File: src/rtl/fifo_frame_ctrl_pkg.sv
// Shared constants and state encoding for the FIFO frame controller.
package fifo_frame_ctrl_pkg;

  localparam int unsigned FIFO_DEPTH        = 32;
  localparam logic [7:0]  SYNC_BYTE_DEFAULT = 8'hA5;

  typedef enum logic [2:0] {
    StIdle = 3'd0,
    StSync = 3'd1,
    StLen  = 3'd2,
    StData = 3'd3,
    StChk  = 3'd4
  } state_t;

endpackage

File: src/rtl/fifo_frame_ctrl_idle_timer.sv
// Idle timer: counts enabled cycles, saturates at TIMEOUT-1 and flags expiry.
module frame_idle_timer #(
  parameter int unsigned TIMEOUT = 1000
) (
  input  logic clk,
  input  logic reset,
  input  logic i_clear,
  input  logic i_count,
  output logic o_expire
);

  localparam int unsigned CW = $clog2(TIMEOUT);
  localparam logic [CW-1:0] LAST = CW'(TIMEOUT - 1);

  logic [CW-1:0] r_cnt;

  always_ff @(posedge clk) begin
    if (reset) begin
      r_cnt <= '0;
    end else if (i_clear) begin
      r_cnt <= '0;
    end else if (i_count && (r_cnt != LAST)) begin
      r_cnt <= r_cnt + CW'(1);
    end
  end

  assign o_expire = (r_cnt == LAST);

endmodule

File: src/rtl/fifo_frame_ctrl.sv
// Drains an external byte FIFO into SYNC/LEN/payload/CHK frames toward a ready/valid sink.
module fifo_frame_ctrl
  import fifo_frame_ctrl_pkg::*;
#(
  parameter int unsigned BURST_LEN = 16,
  parameter int unsigned TIMEOUT   = 1000,
  parameter logic [7:0]  SYNC_BYTE = SYNC_BYTE_DEFAULT
) (
  input  logic       clk,
  input  logic       reset,
  input  logic       fifo_write,
  input  logic       fifo_full,
  input  logic       fifo_data_present,
  input  logic [7:0] fifo_data_out,
  output logic       fifo_read,
  output logic [7:0] tx_data,
  output logic       tx_valid,
  input  logic       tx_ready,
  output logic       busy,
  output logic       overflow
);

  localparam logic [5:0] W_BURST = 6'(BURST_LEN);
  localparam logic [5:0] W_DEPTH = 6'(FIFO_DEPTH);

  state_t     r_state;
  state_t     w_state_next;
  logic [5:0] r_occ;
  logic [5:0] r_len;
  logic [5:0] r_rem;
  logic [7:0] r_chk;
  logic       r_overflow;

  logic       w_wr;
  logic       w_start;
  logic       w_expire;
  logic       w_tmr_clear;
  logic       w_tmr_count;

  assign w_wr    = fifo_write && !fifo_full && (r_occ != W_DEPTH);
  assign w_start = (r_state == StIdle) &&
                   ((r_occ >= W_BURST) || (w_expire && (r_occ != 6'd0)));

  assign w_tmr_clear = fifo_write || (r_state != StIdle) || (r_occ == 6'd0) || w_start;
  assign w_tmr_count = (r_state == StIdle) && (r_occ != 6'd0) && (r_occ < W_BURST);

  frame_idle_timer #(
    .TIMEOUT (TIMEOUT)
  ) u_idle_timer (
    .clk      (clk),
    .reset    (reset),
    .i_clear  (w_tmr_clear),
    .i_count  (w_tmr_count),
    .o_expire (w_expire)
  );

  always_comb begin
    w_state_next = r_state;
    tx_valid     = 1'b0;
    tx_data      = 8'h00;
    unique case (r_state)
      StIdle: begin
        if (w_start) w_state_next = StSync;
      end
      StSync: begin
        tx_valid = 1'b1;
        tx_data  = SYNC_BYTE;
        if (tx_ready) w_state_next = StLen;
      end
      StLen: begin
        tx_valid = 1'b1;
        tx_data  = {2'b00, r_len};
        if (tx_ready) w_state_next = StData;
      end
      StData: begin
        tx_valid = 1'b1;
        tx_data  = fifo_data_out;
        if (tx_ready && (r_rem == 6'd1)) w_state_next = StChk;
      end
      StChk: begin
        tx_valid = 1'b1;
        tx_data  = r_chk;
        if (tx_ready) w_state_next = StIdle;
      end
      default: w_state_next = StIdle;
    endcase
  end

  assign fifo_read = (r_state == StData) && tx_valid && tx_ready;
  assign busy      = (r_state != StIdle);
  assign overflow  = r_overflow;

  always_ff @(posedge clk) begin
    if (reset) begin
      r_state    <= StIdle;
      r_occ      <= 6'd0;
      r_len      <= 6'd0;
      r_rem      <= 6'd0;
      r_chk      <= 8'h00;
      r_overflow <= 1'b0;
    end else begin
      r_state <= w_state_next;
      // Simultaneous push and pop leave occupancy unchanged.
      if (w_wr && !fifo_read) begin
        r_occ <= r_occ + 6'd1;
      end else if (!w_wr && fifo_read) begin
        r_occ <= r_occ - 6'd1;
      end
      if (w_start) begin
        r_len <= (r_occ >= W_BURST) ? W_BURST : r_occ;
      end
      if ((r_state == StLen) && tx_ready) begin
        r_rem <= r_len;
      end else if (fifo_read) begin
        r_rem <= r_rem - 6'd1;
      end
      if ((r_state == StSync) && tx_ready) begin
        r_chk <= {2'b00, r_len};
      end else if (fifo_read) begin
        r_chk <= r_chk + fifo_data_out;
      end
      if (fifo_write && fifo_full) begin
        r_overflow <= 1'b1;
      end
    end
  end

  // LEN never exceeds occupancy, so a pop always finds data.
  a_no_empty_pop: assert property (@(posedge clk) disable iff (reset)
    fifo_read |-> fifo_data_present);

endmodule

File: config.mk
export PLATFORM = sky130hd
export DESIGN_NAME = fifo_frame_ctrl
export DESIGN_NICKNAME = d
export VERILOG_FILES = /design/src/rtl/fifo_frame_ctrl_pkg.sv /design/src/rtl/fifo_frame_ctrl_idle_timer.sv /design/src/rtl/fifo_frame_ctrl.sv
export SDC_FILE = /design/constraint.sdc
export NUM_CORES = 1
export LEC_CHECK = 0
export CELL_PAD_IN_SITES_DETAIL_PLACEMENT = 0
export CELL_PAD_IN_SITES_GLOBAL_PLACEMENT = 1
export CORE_MARGIN = 2
export CORE_UTILIZATION = 45
export DETAILED_ROUTE_END_ITERATION = 7
export PLACE_DENSITY = 0.94
export SYNTH_ARGS = -nofsm -noshare
export SYNTH_HDL_FRONTEND = slang
export SYNTH_SLANG_ARGS = --single-unit
File: constraint.sdc
create_clock -name clk -period 4.9 [get_ports clk]
set_input_delay 0.98 -clock clk [delete_from_list [all_inputs] [get_ports clk]]
set_output_delay 0.98 -clock clk [all_outputs]
set_load 0.1 [all_outputs]
==> flow_summary.ini, run 1 <==
[run]
drv_cap = 0

[setup_path]
r2r_end = r_occ[4]$_SDFFE_PP0P_
r2r_slack_ps = 1710
slowest_delay_ps = 1120
critical_path_required_ps = 3920
setup.worst_path.class = flip-flop to primary output
worstRegToRegCells = 10
cp.arrival_ps = 2700
path_cells = or3_1 -> nand2_4 -> inv_1 -> clkdlybuf4s50_1
rr_startpoint = r_state[0]$_SDFFE_PP0P_
path_max_fanout = 23
cp-end-kind = primary output
worst_path_max_delay_cell = clkdlybuf4s50_1
crit_path_start_kind = flip-flop

[logic_synthesis]
yosys.area.top_type = dfxtp_1
muxShareOfSynthArea_pct = 1.59
yosysSeqAreaShare_pct = 31.8
synth_xor_area_share_pct = 4.87
yosys.cell_types.count = 51
synth_compound_area_share_pct = 21.1
ys_seq_elements = 40
synth_fa_ha_area_share_pct = 9.04
yosys.area_share.simple_pct = 27.2
synth_top_area_share_pct = 31.8
synthFlopType = dfxtp_1
synth_area_leaders = dfxtp_1 (32%), ha_1 (7.4%), nor2_1 (6.0%), o21ai_0 (4.8%), nand2_1 (4.6%)
synth_cells = 321
syn-num-nets = 352
yosysWarnings = 0
syn_area_um2 = 2520
synth_top_family_by_area = simple AND/OR/NAND/NOR gates
avgSynthCellArea_um2 = 7.85
synthArstFlopShare_pct = 0
synth_edf_count = 0

[grt]
antenna_found_initial = 0
grt_max_degree = 34
overflow = 0
track_usage_pct = 18.8
grt_pass1_wl_um = 9380
grt_pass1_vias = 2118

[placed_design]
place_congestion = 0.856
hpwlAfterDp_um = 4020
place_inst = 407
io_buffers = 24

[status]
outcome = finished clean

[cts]
cts_root_buf = clkbuf_8
cts.sinks = 40
clk_pin_slew_ps = 80
clk_latency_ps = 290
cts_buffers = 5
cts_max_level = 2
cts_setup_buffers = 0
cts-hold-fix-buffers = 0
cts_tree = done
ctsResizeCount = 0
clock_path_buffers = 2

[power]
peakVddDrop_mv = 0.173
p_leak_nw = 1.07
power_density_nw_per_um2 = 423

[cells_and_area]
layout_common_cells = nor2_1 (40), dfxtp_1 (40), nand2_1 (31)
multiInputGateArea_um2 = 1610
post-route-util_pct = 52.8
fillers = 556
ff_latch_area_um2 = 801
stdcell_count = 415
fin_nets = 373
area_growth_pct = 14.7
drive_above_1_share_pct = 6.41
n_antenna_cell = 0

[timing]
fin_crit_sh_pct = 75.0
fin_setup_tns_ps = 0
worst-slew-pin-transition_ps = 961
period_minus_slack_ps = 3680
final-setup-viol-count = 0
hold_viol = 0
skew_ps = 6.21
slew_headroom_pct = 35.7
rsz0062_at_grt = no
final_max_slew_viol_count = 0
fmaxAchievable_mhz = 272

[floorplan]
io_pins = 26
core_area_um2 = 5470
start_util_pct = 46.0
fp.dieH_um = 78.8
die-area_um2 = 6210
die_x_um = 78.8
std_cell_rows = 27

[drt]
drc = 0
vias = 2316
drt-total-wl_um = 5610
ant_nets = 0
drt-pass1-iter-count = 4
drt_iter0_drc = 199
vias_per_cell = 5.58
wl_per_cell_um = 13.5

[min_path]
holdPathEnd = u_idle_timer.r_cnt[0]$_SDFFE_PP0P_
hold_depth = 1
min_from = u_idle_timer.r_cnt[0]$_SDFFE_PP0P_
hold_class = flip-flop to flip-flop
per-stage QoR:
step	hold WS [ps]	instance area [um^2]	power, mW	setup slack [ps]
6_report	450	2890	1.22	1220
4_1_cts	453	2890	1.23	1220
3_5_place_dp	445	2780	0.960	970
5_1_grt	488	2890	1.30	1100
2_1_floorplan	418	2520	0.855	628
3_3_place_gp	432	2780	0.955	1010
power by group:
part | internal, mW | switching [mW]
Combinational | 0.182 | 0.356
Clock | 0.151 | 0.117
Sequential | 0.359 | 0.0571
Total | 0.693 | 0.530
sequential cells by signal (all words and copies together), names as in the netlist:
| signal | count |
|---|---|
| r_len | 6 |
| r_state | 3 |
| r_occ | 6 |
| r_rem | 6 |
| r_chk | 8 |
| u_idle_timer.r_cnt | 10 |
| overflow | 1 |
layout make-up:
type | instances | area share [%]
multi-input combinational | 255 | 55.6
sequential | 40 | 27.7
clock buffer | 6 | 2.51
inverter | 14 | 1.82
clock inverter | 2 | 1.21
tap | 72 | 3.12
timing repair buffer | 26 | 8.05
worst max-delay path by stage:
stage,startpoint,end,slack [ps]
detailed placement,tx_ready,r_occ[4]$_SDFFE_PP0P_,970
global route,tx_ready,r_occ[4]$_SDFFE_PP0P_,1100
floorplan,r_state[1]$_SDFFE_PP0P_,tx_data[5],630
CTS,r_state[1]$_SDFFE_PP0P_,tx_valid,1220
finish,r_state[1]$_SDFFE_PP0P_,tx_valid,1220
global placement,tx_ready,r_occ[4]$_SDFFE_PP0P_,1010
cell usage after synthesis (all sizes together), types with 7 or more instances:
master,n
dfxtp,40
nor2,40
nand2,32
o21ai,24
a21oi,21
ha,15
nand3,14
inv,13
xor2,9
a211oi,8
clkbuf,8
nor3,8
nand2b,7
critical path: cells and delay by family (launching register included):
| family | cells | cell delay [ps] |
|---|---|---|
| buffers and inverters | 2 | 1180 |
| AND/OR/NAND/NOR | 2 | 390 |
| flip-flops | 1 | 830 |
cells by family after synthesis:
logic type / count (synthesis)
AOI/OAI and AO/OA: 83
xor gates and xnor gates: 14
adders and majority gates: 17
buffers and inverters: 26
DFF: 40
muxes: 4
and+or+nand+nor: 137
per-layer routing:
metal | GRT usage [%] | vias to the layer above | share of wire (%) | routed length [um]
met5 | 0 | - | 0 | 0
met4 | 6.38 | 0 | 0.95 | 53
met3 | 4.20 | 8 | 5.2 | 290
met2 | 32.1 | 47 | 46 | 2580
met1 | 23.5 | 1072 | 48 | 2690
li1 | - | 1189 | - | -
(Power assumes the default switching activity.)
==> run 2, diff against run 1 <==
- CORE_UTILIZATION: 45 -> 38
- PLACE_DENSITY: 0.94 -> 0.86
- clock period: 4.9 -> 3.2 ns (I/O delays scaled with it)
==> flow_summary.ini, run 2 (synthesized netlist as in run 1, its figures left out) <==
[cts]
clock_path_buffers = 2
cts_tree = done
cts_setup_buffers = 0
clk_latency_ps = 300
cts_buffers = 5
clk_pin_slew_ps = 70
cts.sinks = 40
cts_root_buf = clkbuf_8
ctsResizeCount = 0
cts-hold-fix-buffers = 0
cts_max_level = 2

[drt]
drt-total-wl_um = 6060
drt_iter0_drc = 141
drt-pass1-iter-count = 5
met1Wirelength_um = 2870
ant_nets = 0
wl_met3_um = 322
vias_per_cell = 5.45
top_layer = met4
vias = 2358
wl_met2_um = 2800
drc = 0
wl_per_cell_um = 14.0

[setup_path]
path_max_fanout = 5
setup.worst_path.class = flip-flop to flip-flop
cp.arrival_ps = 3190
crit_path_start_kind = flip-flop
critical_path_required_ps = 3430
cp-end-kind = flip-flop

[power]
power_density_nw_per_um2 = 650
p_leak_nw = 1.17
peakVddDrop_mv = 0.403

[placed_design]
io_buffers = 24
hpwlAfterDp_um = 4460
place_area_um2 = 2950
place_congestion = 0.789
place_inst = 425

[timing]
fin_crit_sh_pct = 92.6
worst-slew-pin-transition_ps = 540
final-setup-viol-count = 0
period_minus_slack_ps = 2960
fin_setup_tns_ps = 0
final_max_slew_viol_count = 0
fmaxAchievable_mhz = 338
hold_viol = 0
rsz0062_at_grt = no
slew_headroom_pct = 63.9
skew_ps = 7.77

[floorplan]
die_x_um = 85.4
fp.dieH_um = 85.4
std_cell_rows = 29
core_area_um2 = 6390
die-area_um2 = 7300
start_util_pct = 39.5
io_pins = 26

[grt]
grt_max_degree = 23
grt_pass1_wl_um = 10700
overflow = 0
grt_pass1_vias = 2277
track_usage_pct = 18.0
antenna_found_initial = 0

[cells_and_area]
n_antenna_cell = 0
fillers = 635
stdcell_count = 433
reg.largest.list = u_idle_timer.r_cnt (10), r_chk (8)
drive_above_1_share_pct = 11.2
fin_area_um2 = 3070
area_growth_pct = 21.9
fin_nets = 386
regMostFlops = u_idle_timer.r_cnt
largest_register_ffs = 10
layout_common_cells = nor2_1 (40), dfxtp_1 (40), nand2_1 (31)

[status]
outcome = finished clean

[min_path]
hold_class = flip-flop to flip-flop

[run]
drv_cap = 0
[run 2: cell count changes in the layout (fill, tap and decap cells not counted), sizes merged]
cell	change
clkbuf	+1
clkdlybuf4s50	-3
buf	+16
clkinv	-1
[run 2: layout make-up]
| type | count | area [um^2] | area share (%) |
|---|---|---|---|
| sequential | 40 | 801 | 26.1 |
| inverter | 14 | 52.6 | 1.71 |
| clock buffer | 7 | 96.3 | 3.14 |
| tap | 77 | 96.3 | 3.14 |
| clock inverter | 1 | 30.0 | 0.977 |
| multi-input combinational | 255 | 1610 | 52.4 |
| timing repair buffer | 39 | 385 | 12.5 |
[run 2: metal layers]
| layer | vias to the layer above | global-route usage [%] |
|---|---|---|
| li1 | 1220 | - |
| met1 | 1077 | 24.2 |
| met2 | 56 | 30.0 |
| met3 | 5 | 2.72 |
| met4 | 0 | 5.19 |
| met5 | - | 0 |
[run 2: critical path, cell delays in order (launching register included)]
cell and delay, ps:
dfxtp_1 350, or4_1 580, nor3b_1 220, nor3b_1 70
ha_1 240, inv_1 140, ha_1 250, nor2b_1 130
o21a_1 180, o21ai_0 130, or3b_2 450, a21oi_1 140
[run 2: worst paths after layout]
| kind | startpoint | to | slack (ps) | depth (start not counted) |
|---|---|---|---|---|
| hold reg to reg | u_idle_timer.r_cnt[0]$_SDFFE_PP0P_ | u_idle_timer.r_cnt[0]$_SDFFE_PP0P_ | 450 | 1 |
| setup reg to reg | r_occ[1]$_SDFFE_PP0P_ | r_occ[4]$_SDFFE_PP0P_ | 240 | 11 |
| setup / recovery | r_occ[1]$_SDFFE_PP0P_ | r_occ[4]$_SDFFE_PP0P_ | 240 | 11 |
| hold / removal | u_idle_timer.r_cnt[0]$_SDFFE_PP0P_ | u_idle_timer.r_cnt[0]$_SDFFE_PP0P_ | 450 | 1 |
[run 2: metrics by stage]
step / hold slack [ps] / setup slack [ps] / util [%] / power [mW]
final: 447 / 238 / 48.1 / 2.00
after global routing: 481 / 98.2 / 48.1 / 2.12
after CTS: 453 / 211 / 48.1 / 2.01
after detailed placement: 441 / -11.7 / 46.1 / 1.55
after global placement: 430 / 28.6 / 46.1 / 1.54
after floorplan: 418 / 125 / - / 1.31
[run 2: report_power, final]
part           internal [mW]  switching (mW)  leakage [nW]
clock network          0.275           0.180        0.0645
logic                  0.338           0.605         0.780
registers              0.550          0.0484         0.325
==> run 3, diff against run 2 <==
- HOLD_SLACK_MARGIN: not set -> 0.06
==> results of run 3 <==
Same layout as run 2: the final DEF is identical, and so are final timing and power.
